File: src/rtl/slice_sched_if.sv
// Handshake/bus bundle joining slice_sched to the line memory, the slice datapath and the result buffer.
interface slice_sched_if #(
   parameter int unsigned WIDTH  = 25,
   parameter int unsigned ADDR_W = 6
);
   logic              start;
   logic              busy;
   logic              finish;
   logic [ADDR_W-1:0] slice_idx;
   logic              mem_rd;
   logic [ADDR_W-1:0] mem_addr;
   logic [WIDTH-1:0]  mem_rdata;
   logic              dp_go;
   logic [WIDTH-1:0]  dp_line;
   logic              dp_done;
   logic [WIDTH-1:0]  dp_result;
   logic              res_we;
   logic [ADDR_W-1:0] res_addr;
   logic [WIDTH-1:0]  res_data;
   logic              timeout_err;

   modport slave (
      input  start, mem_rdata, dp_done, dp_result,
      output busy, finish, slice_idx, mem_rd, mem_addr, dp_go, dp_line,
             res_we, res_addr, res_data, timeout_err
   );

   modport master (
      output start, mem_rdata, dp_done, dp_result,
      input  busy, finish, slice_idx, mem_rd, mem_addr, dp_go, dp_line,
             res_we, res_addr, res_data, timeout_err
   );
endinterface

File: src/rtl/slice_sched.sv
// Streams 2**ADDR_W line slices through the permutation datapath and stores each result.
// Define WATCHDOG_EN to bound the WAIT state by TIMEOUT cycles and build the sticky timeout_err flag.
module slice_sched #(
   parameter int unsigned WIDTH   = 25,
   parameter int unsigned ADDR_W  = 6
`ifdef WATCHDOG_EN
  ,parameter int unsigned TIMEOUT = 255
`endif
) (
   input  logic         clk,
   input  logic         rst,
   slice_sched_if.slave io_ss
);
   typedef enum logic [2:0] {
      S_IDLE, S_READ, S_LATCH, S_GO, S_WAIT, S_STORE, S_FIN
   } state_t;

   state_t            r_state, w_nxt_state;
   logic [ADDR_W-1:0] r_idx,   w_nxt_idx;
   logic [WIDTH-1:0]  r_line,  w_nxt_line;
   logic [WIDTH-1:0]  r_res,   w_nxt_res;
   logic              r_busy,   w_nxt_busy;
   logic              r_finish, w_nxt_finish;
   logic              r_mem_rd, w_nxt_mem_rd;
   logic              r_dp_go,  w_nxt_dp_go;
   logic              r_res_we, w_nxt_res_we;
   logic              w_last;

`ifdef WATCHDOG_EN
   localparam int unsigned CNT_W = $clog2(TIMEOUT + 1);
   logic [CNT_W-1:0]  r_cnt,  w_nxt_cnt;
   logic              r_terr, w_nxt_terr;
`endif

   assign w_last = (r_idx == {ADDR_W{1'b1}});

   // Next-state, datapath registers and registered-output decode
   always_comb begin
      w_nxt_state = r_state;
      w_nxt_idx   = r_idx;
      w_nxt_line  = r_line;
      w_nxt_res   = r_res;
`ifdef WATCHDOG_EN
      w_nxt_cnt   = r_cnt;
      w_nxt_terr  = r_terr;
`endif
      case (r_state)
         S_IDLE: begin
            w_nxt_idx = '0;
            if (io_ss.start) begin
               w_nxt_state = S_READ;
`ifdef WATCHDOG_EN
               w_nxt_terr  = 1'b0;
`endif
            end
         end
         S_READ:  w_nxt_state = S_LATCH;
         S_LATCH: begin
            w_nxt_line  = io_ss.mem_rdata;
            w_nxt_state = S_GO;
         end
         S_GO: begin
            w_nxt_state = S_WAIT;
`ifdef WATCHDOG_EN
            w_nxt_cnt   = '0;
`endif
         end
         S_WAIT: begin
            if (io_ss.dp_done) begin
               w_nxt_res   = io_ss.dp_result;
               w_nxt_state = S_STORE;
            end
`ifdef WATCHDOG_EN
            // Abandon a stuck slice: store all-ones and flag it, then carry on
            else if (r_cnt == CNT_W'(TIMEOUT - 1)) begin
               w_nxt_res   = '1;
               w_nxt_terr  = 1'b1;
               w_nxt_state = S_STORE;
            end else begin
               w_nxt_cnt   = r_cnt + 1'b1;
            end
`endif
         end
         S_STORE: begin
            if (w_last) begin
               w_nxt_state = S_FIN;
            end else begin
               w_nxt_idx   = r_idx + 1'b1;
               w_nxt_state = S_READ;
            end
         end
         S_FIN: begin
            w_nxt_idx   = '0;
            w_nxt_state = S_IDLE;
         end
         default: w_nxt_state = S_IDLE;
      endcase

      w_nxt_busy   = (w_nxt_state != S_IDLE);
      w_nxt_finish = (w_nxt_state == S_FIN);
      w_nxt_mem_rd = (w_nxt_state == S_READ);
      w_nxt_dp_go  = (w_nxt_state == S_GO);
      w_nxt_res_we = (w_nxt_state == S_STORE);
   end

   always_ff @(posedge clk or negedge rst) begin
      if (!rst) begin
         r_state  <= S_IDLE;
         r_idx    <= '0;
         r_line   <= '0;
         r_res    <= '0;
         r_busy   <= 1'b0;
         r_finish <= 1'b0;
         r_mem_rd <= 1'b0;
         r_dp_go  <= 1'b0;
         r_res_we <= 1'b0;
      end else begin
         r_state  <= w_nxt_state;
         r_idx    <= w_nxt_idx;
         r_line   <= w_nxt_line;
         r_res    <= w_nxt_res;
         r_busy   <= w_nxt_busy;
         r_finish <= w_nxt_finish;
         r_mem_rd <= w_nxt_mem_rd;
         r_dp_go  <= w_nxt_dp_go;
         r_res_we <= w_nxt_res_we;
      end
   end

`ifdef WATCHDOG_EN
   always_ff @(posedge clk or negedge rst) begin
      if (!rst) begin
         r_cnt  <= '0;
         r_terr <= 1'b0;
      end else begin
         r_cnt  <= w_nxt_cnt;
         r_terr <= w_nxt_terr;
      end
   end

   assign io_ss.timeout_err = r_terr;
`else
   assign io_ss.timeout_err = 1'b0;
`endif

   assign io_ss.busy      = r_busy;
   assign io_ss.finish    = r_finish;
   assign io_ss.slice_idx = r_idx;
   assign io_ss.mem_rd    = r_mem_rd;
   assign io_ss.mem_addr  = r_idx;
   assign io_ss.dp_go     = r_dp_go;
   assign io_ss.dp_line   = r_line;
   assign io_ss.res_we    = r_res_we;
   assign io_ss.res_addr  = r_idx;
   assign io_ss.res_data  = r_res;
endmodule

File: src/flat_wrapper.sv
// flat-port wrapper written by rule: the top's interface ports become plain ports
module slice_sched_flat 
#(
   parameter int unsigned WIDTH   = 25,
   parameter int unsigned ADDR_W  = 6

)
  (clk, rst, io_ss_start, io_ss_mem_rdata, io_ss_dp_done, io_ss_dp_result, io_ss_busy, io_ss_finish, io_ss_slice_idx, io_ss_mem_rd, io_ss_mem_addr, io_ss_dp_go, io_ss_dp_line, io_ss_res_we, io_ss_res_addr, io_ss_res_data, io_ss_timeout_err);
  slice_sched_if #(.WIDTH(WIDTH), .ADDR_W(ADDR_W)) io_ss_i ();
  input  logic clk;
  input  logic rst;
  input wire logic [$bits(io_ss_i.start)-1:0] io_ss_start;
  input wire logic [$bits(io_ss_i.mem_rdata)-1:0] io_ss_mem_rdata;
  input wire logic [$bits(io_ss_i.dp_done)-1:0] io_ss_dp_done;
  input wire logic [$bits(io_ss_i.dp_result)-1:0] io_ss_dp_result;
  output wire logic [$bits(io_ss_i.busy)-1:0] io_ss_busy;
  output wire logic [$bits(io_ss_i.finish)-1:0] io_ss_finish;
  output wire logic [$bits(io_ss_i.slice_idx)-1:0] io_ss_slice_idx;
  output wire logic [$bits(io_ss_i.mem_rd)-1:0] io_ss_mem_rd;
  output wire logic [$bits(io_ss_i.mem_addr)-1:0] io_ss_mem_addr;
  output wire logic [$bits(io_ss_i.dp_go)-1:0] io_ss_dp_go;
  output wire logic [$bits(io_ss_i.dp_line)-1:0] io_ss_dp_line;
  output wire logic [$bits(io_ss_i.res_we)-1:0] io_ss_res_we;
  output wire logic [$bits(io_ss_i.res_addr)-1:0] io_ss_res_addr;
  output wire logic [$bits(io_ss_i.res_data)-1:0] io_ss_res_data;
  output wire logic [$bits(io_ss_i.timeout_err)-1:0] io_ss_timeout_err;
  assign io_ss_i.start = io_ss_start;
  assign io_ss_i.mem_rdata = io_ss_mem_rdata;
  assign io_ss_i.dp_done = io_ss_dp_done;
  assign io_ss_i.dp_result = io_ss_dp_result;
  assign io_ss_busy = io_ss_i.busy;
  assign io_ss_finish = io_ss_i.finish;
  assign io_ss_slice_idx = io_ss_i.slice_idx;
  assign io_ss_mem_rd = io_ss_i.mem_rd;
  assign io_ss_mem_addr = io_ss_i.mem_addr;
  assign io_ss_dp_go = io_ss_i.dp_go;
  assign io_ss_dp_line = io_ss_i.dp_line;
  assign io_ss_res_we = io_ss_i.res_we;
  assign io_ss_res_addr = io_ss_i.res_addr;
  assign io_ss_res_data = io_ss_i.res_data;
  assign io_ss_timeout_err = io_ss_i.timeout_err;
  slice_sched #(.WIDTH(WIDTH), .ADDR_W(ADDR_W)) u_core (.clk(clk), .rst(rst), .io_ss(io_ss_i));
endmodule
File: config.mk
export PLATFORM = sky130hd
export DESIGN_NAME = slice_sched_flat
export DESIGN_NICKNAME = d
export VERILOG_FILES = /design/src/rtl/slice_sched_if.sv /design/src/rtl/slice_sched.sv /design/src/flat_wrapper.sv
export SDC_FILE = /design/constraint.sdc
export NUM_CORES = 1
export LEC_CHECK = 0
export ABC_AREA = 1
export CAP_MARGIN = 20
export CELL_PAD_IN_SITES_DETAIL_PLACEMENT = 0
export CELL_PAD_IN_SITES_GLOBAL_PLACEMENT = 1
export CORE_MARGIN = 4
export CORE_UTILIZATION = 31
export DETAILED_ROUTE_END_ITERATION = 12
export PLACE_DENSITY = 0.87
export SYNTH_ARGS = -nofsm -noshare
export SYNTH_HDL_FRONTEND = slang
export SYNTH_SLANG_ARGS = --single-unit
File: constraint.sdc
create_clock -name clk -period 3.7 [get_ports clk]
set_clock_uncertainty 0.2 [all_clocks]
set_input_delay 0.74 -clock clk [delete_from_list [all_inputs] [get_ports clk]]
set_output_delay 0.74 -clock clk [all_outputs]
set_load 0.02 [all_outputs]
# [Yosys cells after proc, flatten, opt, wreduce, memory -nomap -nowiden]
# Cells that the tools add are included.
[totals] ff_bits=64 word_cells=34
[classes] n_reduce_logical=6 mux=6 eq_ne=12 addsub=1
[ops] op="$pmux W3 S6" n=1
[ops] op="$eq A3 B3 Y1 const B" n=5
[ops] op="$pmux W6 S2" n=1
[ops] op="$eq A3 B2 Y1 const B" n=3
[ops] op="$mux W3" n=3
[ops] op="$add A6 B1 Y6 const B" n=1
[ops] op="$eq A3 B1 Y1 const B" n=2
[ops] op="$eq A6 B6 Y1 const B" n=1
[ops] op="$mux W6" n=1
[ops] op="$reduce_and A2 Y1" n=2
[ops] op="$logic_not A3 Y1" n=1
[ops] op="$reduce_bool A3 Y1" n=1
[ops] op="$ne A2 B2 Y1 const B" n=1
[ops] op="$reduce_bool A2 Y1" n=1
[ops] op="$reduce_or A2 Y1" n=1

# [Logic depth before layout (Yosys ltp)]
# Gate-level depths: netlist of run 1.
[logic_depth] word_depth=4 depth_mapped=8 ltp_nobuf=7

# [Worst setup path before layout of run 1]
# OpenSTA, ideal clock, no wires.
[synth_timing] path_type="reg-to-output" startpoint="register u_core.r_idx[2] (netlist: u_core.io_ss.mem_addr[2])" endpoint="output port io_ss_res_addr[2]" arrival_time_ns=0.743 slack_ns=2.017 stages_incl_launch_ff=2 n_path_buf=1 path_cell_list="dfrtp_1 -> buf_4"
[synth_rtl] element="from (decl)" line="slice_sched.sv:19" rtl="logic [ADDR_W-1:0] r_idx, w_nxt_idx;"
[synth_rtl] element="from (signal assigned)" line="slice_sched.sv:119" rtl="r_idx <= w_nxt_idx;"
[synth_rtl] element="to (decl)" line="flat_wrapper.sv:24" rtl="output wire logic [$bits(io_ss_i.res_addr)-1:0] io_ss_res_addr;"
# No word-level cell between the ends.

# [Final worst setup path of run 1]
[layout_timing] startpoint="register u_core.r_idx[0] (netlist: u_core.io_ss.mem_addr[0])" endpoint="output port io_ss_mem_addr[0]"
[layout_rtl] element="to (decl)" line="flat_wrapper.sv:20" rtl="output wire logic [$bits(io_ss_i.mem_addr)-1:0] io_ss_mem_addr;"
# No word-level cell between the ends.

==> results of run 1 <==
==> layout make-up <==
class                   count  area [µm²]  area share
clock buffers              11         141      0.0339
clock inverters             5        80.1      0.0192
inverters                  13        53.8      0.0129
multi-input cells         212         896       0.215
flip-flops and latches     64        1600       0.384
well taps                 105         131      0.0315
repair buffers            128        1270       0.304
==> kinds of logic after synthesis <==
group,share of synthesized area
xor+xnor,0.00644
buf+inv,0.0823
compound gates,0.00552
other cells,0.00138
fa+ha+maj,0.00460
simple gates,0.311
flops,0.589
==> metal layers <==
| layer | wire [µm] | global-route usage | up-vias |
|---|---|---|---|
| met3 | 596 | 0.0585 | 8 |
| li1 | - | - | 1161 |
| met5 | 0 | 0 | - |
| met2 | 3280 | 0.215 | 68 |
| met1 | 2670 | 0.158 | 1060 |
| met4 | 68 | 0.0470 | 0 |
==> registers in the layout (all words and copies together), names as in the netlist, 3 cells and up <==
name / count
u_core.io_ss.res_data: 25
u_core.io_ss.mem_addr: 6
u_core.r_state: 3
u_core.io_ss.dp_line: 25
==> cell usage in the layout, fill, tap and decap left out, drive strengths merged <==
cell type	netlist	layout
nor2	8	8
nand3b	1	1
clkinv	0	1
xnor2	1	1
bufinv	0	2
xor2	1	1
inv	13	13
clkinvlp	0	2
conb	1	1
or2	1	1
clkdlybuf4s50	0	125
nand4	1	1
o21ai	2	2
nand3	11	11
clkbuf	0	11
a21oi	1	1
ha	1	1
dfrtp	64	64
buf	22	3
nand2	183	183
==> worst max path at each step <==
stage / from / to / depth (start not counted)
2_1_floorplan: u_core.io_ss.mem_addr[2] / io_ss_res_addr[2] / 1
3_3_place_gp: io_ss_dp_done / u_core.io_ss.res_data[1] / 5
3_5_place_dp: io_ss_dp_done / u_core.io_ss.res_data[14] / 5
4_1_cts: u_core.io_ss.mem_addr[0] / io_ss_res_addr[0] / 1
5_1_grt: u_core.io_ss.mem_addr[2] / io_ss_mem_addr[2] / 1
6_report: u_core.io_ss.mem_addr[0] / io_ss_mem_addr[0] / 1
==> power by group <==
part           internal (mW)  switching (mW)
clock                  0.397           0.267
sequential             0.997           0.180
combinational          0.724           0.883
total                   2.12            1.33
==> impl_metrics.csv, run 1 <==
group,metric,value,unit
synthesis,synth_flop_cell,"dfrtp_1",
place,io_buffers,126,
cells_and_area,n_antenna_cell,0,
floorplan,start_util,0.325,
worst_setup_path,cp_max_fo,9,
clock_network,cts_tree,"built",
power_and_ir_drop,p_leak,2.04,nW
worst_setup_path,path_buf_inv,1,
global_routing,grtUsageTotal,0.133,
cells_and_area,area_growth,53.4,%
sta,rsz0062_at_grt,"no",
place,dpl_cell_area,3950,µm²
clock_network,cts_sinks,64,
drt,drt_iter0_drc,58,
sta,hold_ws,40.8,ps
place,dpl.hpwl,4.87,mm
drt,drc,0,
floorplan,fp.coreArea,8380,µm²
drt,routed_wl,6.62,mm
status,status,"finished clean",
clock_network,clkTransAtPathRegs,70,ps
global_routing,grt_max_degree,31,
clock_network,ctsRootBufferMaster,"clkbuf_8",
synthesis,yosysSeqAreaShare,0.589,
clock_network,cts_setup_buffers,0,
synthesis,synth_edf_count,0,
sta,relSlewSlack,0.596,
clock_network,htreeDepth,3,
cells_and_area,drive_gt1_frac,0.0785,
synthesis,ys_warn_count,0,
worst_setup_path,worstSetupEndpointType,"output port",
sta,min_period,2440,ps
global_routing,grt_pass1_vias,2387,
synthesis,netlist_instances,311,
drt,drtAntennaViolNets,0,
place,preCtsSetupSlack,1380,ps
drt,drt_pass1_iterations,4,
place,dp.cells,522,
sta,fin_crit_sh,0.660,
drt,vias,2297,
synthesis,ys_async_sr_fraction,1.00,
sta,fmax,0.410,GHz
worst_setup_path,rrSetupSlack,1740,ps
synthesis,syn-num-nets,366,
floorplan,io_pins,128,
clock_network,hold_buffers,0,
cells_and_area,final_cells,538,
worst_setup_path,slowest_delay,670,ps
synthesis,synthesis.area,2720,µm²
worst_setup_path,worstSetupStartpointType,"register",
synthesis,syn_area_per_cell,8.75,µm²
synthesis,synth_common_cells,"nand2_1, dfrtp_1, buf_4",
clock_network,clk_path_buf_depth,2,
global_routing,antenna_found_initial,0,
power_and_ir_drop,power,3.45,mW
worst_setup_path,cp.arrival,1500,ps
drt,wl_per_cell,12.3,µm
sta,finalSetupViolations,0,
global_routing,grt_overflow_total,0,
floorplan,die_w,102,µm
floorplan,die-area,10300,µm²
drt,drt-vias-per-instance,4.27,
floorplan,fp-row-count,33,
worst_setup_path,worstReg2RegStart,"u_core.r_state[2]",
clock_network,insertion_delay,330,ps
sta,fin_setup_tns,0,ps
worst_setup_path,cpMaxStageDelayCell,"clkdlybuf4s50_1",
worst_setup_path,cp.required,2760,ps
run,maxCapViolations,0,
worst_setup_path,worstPathCellList,"clkdlybuf4s50_1",
power_and_ir_drop,p_per_area,826,nW/µm²
worst_setup_path,r2r_end,"u_core.io_ss.dp_line[16]",
global_routing,grt_pass1_wl,10.8,mm
sta,slew_viol_final,0,
worst_hold_path,hold_path.class,"in2async",
synthesis,netlist-cell-type-count,24,
synthesis,yosys.area.top_type_share,0.589,
synthesis,synth_top_cell_by_area,"dfrtp_1",
clock_network,cts.repair.resized,0,
cells_and_area,nets,483,
place,globalplace.congestion,0.734,
cells_and_area,fin_area,4180,µm²
sta,finalWorstSetupSlack,1260,ps
synthesis,synth.most_common_cell,"nand2_1",
clock_network,cts_buffers,9,
worst_setup_path,cp_top_family,"buffers and inverters",
synthesis,synth.area.top_cells,"dfrtp_1, nand2_1, buf_4, buf_6, nand3_1",
worst_setup_path,critPathKind,"reg2out",
floorplan,die_height,102,µm
worst_setup_path,ff2ff_path_depth,5,
cells_and_area,num-fill-cells,795,
power_and_ir_drop,peakVddDrop,0.381,mV
synthesis,synth_seq_cells,64,
sta,worst_pin_slew,605,ps
cells_and_area,utilization,0.498,
sta,hold_viol,0,
Power figures use the tool's default switching activity.
==> run 2: changes to the inputs <==
--- a/config.mk
+++ b/config.mk
@@ -10,9 +10,9 @@
 export CELL_PAD_IN_SITES_DETAIL_PLACEMENT = 0
 export CELL_PAD_IN_SITES_GLOBAL_PLACEMENT = 1
 export CORE_MARGIN = 4
-export CORE_UTILIZATION = 31
+export CORE_UTILIZATION = 29
 export DETAILED_ROUTE_END_ITERATION = 12
-export PLACE_DENSITY = 0.87
+export PLACE_DENSITY = 0.83
 export SYNTH_ARGS = -nofsm -noshare
 export SYNTH_HDL_FRONTEND = slang
 export SYNTH_SLANG_ARGS = --single-unit
==> constraint.sdc (replaced) <==
create_clock -name clk -period 2.5 [get_ports clk]
set_clock_uncertainty 0.2 [all_clocks]
set_input_delay 0.5 -clock clk [delete_from_list [all_inputs] [get_ports clk]]
set_output_delay 0.5 -clock clk [all_outputs]
set_load 0.02 [all_outputs]
==> run 2 against run 1 <==
  * Power is 45% higher
  * Non-clock buffer count is 1 higher
  * Clock power is 34% higher
  * Cell area hardly changed
  * Worst hold slack better by 240 ps
  * Via count is 1.0% higher
  * Largest cell class unchanged
  * Largest power group unchanged
==> impl_metrics.csv, run 2 (same netlist as run 1, synthesis figures left out) <==
group,metric,value,unit
status,status,"finished clean",
worst_setup_path,worstPathCellList,"clkdlybuf4s50_1",
sta,hold_viol,0,
global_routing,use_met1,0.138,
power_and_ir_drop,peakVddDrop,0.602,mV
sta,slew_viol_final,0,
floorplan,die_height,105,µm
clock_network,ctsRootBufferMaster,"clkbuf_8",
sta,min_period,2180,ps
sta,finalWorstSetupSlack,316,ps
cells_and_area,mostFrequentLayoutCell,"nand2_1",
clock_network,insertion_delay,320,ps
global_routing,grt_pass1_wl,11.1,mm
worst_setup_path,worstSetupStartpointType,"register",
cells_and_area,utilization,0.454,
drt,drtAntennaViolNets,0,
place,dp.cells,528,
run,maxCapViolations,0,
worst_setup_path,slowest_delay,670,ps
clock_network,cts_buffers,9,
global_routing,grt_overflow_total,0,
floorplan,fp.coreArea,9200,µm²
cells_and_area,final_cells,543,
floorplan,start_util,0.296,
sta,finalSetupViolations,0,
sta,rsz0062_at_grt,"no",
global_routing,grt_pass1_vias,2348,
drt,drt_pass1_iterations,4,
worst_setup_path,worstSetupEndpointType,"output port",
worst_setup_path,path_buf_inv,1,
worst_setup_path,critPathKind,"reg2out",
clock_network,cts_sinks,64,
drt,drt_iter0_drc,90,
global_routing,grt_most_used_layer,"met2",
power_and_ir_drop,power,5.01,mW
global_routing,grtUsageMet2,0.219,
clock_network,cts_tree,"built",
place,preCtsSetupSlack,405,ps
floorplan,die-area,11000,µm²
cells_and_area,num-fill-cells,899,
drt,wl_per_cell,12.3,µm
cells_and_area,fin_area,4180,µm²
cells_and_area,n_antenna_cell,0,
worst_setup_path,cp_max_fo,9,
worst_hold_path,hold_path.class,"reg2reg",
clock_network,clk_path_buf_depth,2,
floorplan,io_pins,128,
cells_and_area,area_growth,53.5,%
worst_setup_path,cp.required,1800,ps
drt,routed_wl,6.70,mm
sta,hold_ws,276,ps
global_routing,use_met3,0.0500,
cells_and_area,final_cell_mix,"nand2_1, clkdlybuf4s50_1, dfrtp_1",
power_and_ir_drop,p_per_area,1200,nW/µm²
floorplan,fp-row-count,35,
place,dpl.hpwl,4.79,mm
global_routing,grt_max_degree,65,
drt,vias,2321,
floorplan,die_w,105,µm
drt,drt-vias-per-instance,4.27,
global_routing,antenna_found_initial,0,
cells_and_area,drive_gt1_frac,0.0764,
place,globalplace.congestion,0.721,
worst_setup_path,cp.arrival,1480,ps
cells_and_area,nets,484,
clock_network,htreeDepth,3,
power_and_ir_drop,p_leak,2.04,nW
drt,drc,0,
place,io_buffers,126,
sta,fin_setup_tns,0,ps
worst_setup_path,cp_top_family,"buffers and inverters",
place,dpl_cell_area,3970,µm²
sta,fin_crit_sh,0.874,
sta,fmax,0.458,GHz
worst_setup_path,cpMaxStageDelayCell,"clkdlybuf4s50_1",
clock_network,clkTransAtPathRegs,70,ps
global_routing,grtUsageTotal,0.127,
==> run 2: final cells by class <==
class	count	area, µm²	share of cell area
Multi-Input combinational cell	212	896	0.214
Sequential cell	64	1600	0.383
Clock inverter	3	42.5	0.0102
Inverter	13	53.8	0.0129
Timing Repair Buffer	129	1290	0.310
Clock buffer	11	151	0.0362
Tap cell	111	139	0.0332
==> run 2: layer usage <==
layer / wire length [µm] / share of wire
met1: 2720 / 0.41
met3: 462 / 0.069
met2: 3390 / 0.51
met5: 0 / 0
met4: 124 / 0.019
==> run 2: path summary, 6_finish.rpt <==
kind	startpoint	end	slack, ps	depth (start not counted)
max	u_core.io_ss.mem_addr[0]	io_ss_res_addr[0]	320	1
min	u_core.io_ss.dp_line[11]	u_core.io_ss.dp_line[11]	280	2
max reg2reg	u_core.io_ss.mem_addr[0]	u_core.io_ss.busy	770	6
min reg2reg	u_core.io_ss.dp_line[11]	u_core.io_ss.dp_line[11]	280	2
max in group asynchronous	rst	u_core.io_ss.dp_line[21]	1280	3
min in group asynchronous	rst	u_core.io_ss.mem_addr[3]	510	3
==> run 2: timing repair <==
item,CTS,global route
hold buffers,1,0
resized for setup,0,0
buffers inserted,0,0
endpoints found under the hold margin,64,0
==> run 2: report_power, final <==
| part | switching, mW | leakage [nW] | internal [mW] |
|---|---|---|---|
| Sequential | 0.276 | 0.808 | 1.48 |
| Clock | 0.384 | 0.0973 | 0.503 |
| Combinational | 1.29 | 1.13 | 1.08 |
==> run 2: worst reg2reg max path, cell delays in order (launching register included) <==
cell	delay, ps
dfrtp_1	500
ha_1	260
nand3_2	130
nor2_4	160
nor2_4	80
nor2_1	170
nand3_1	100
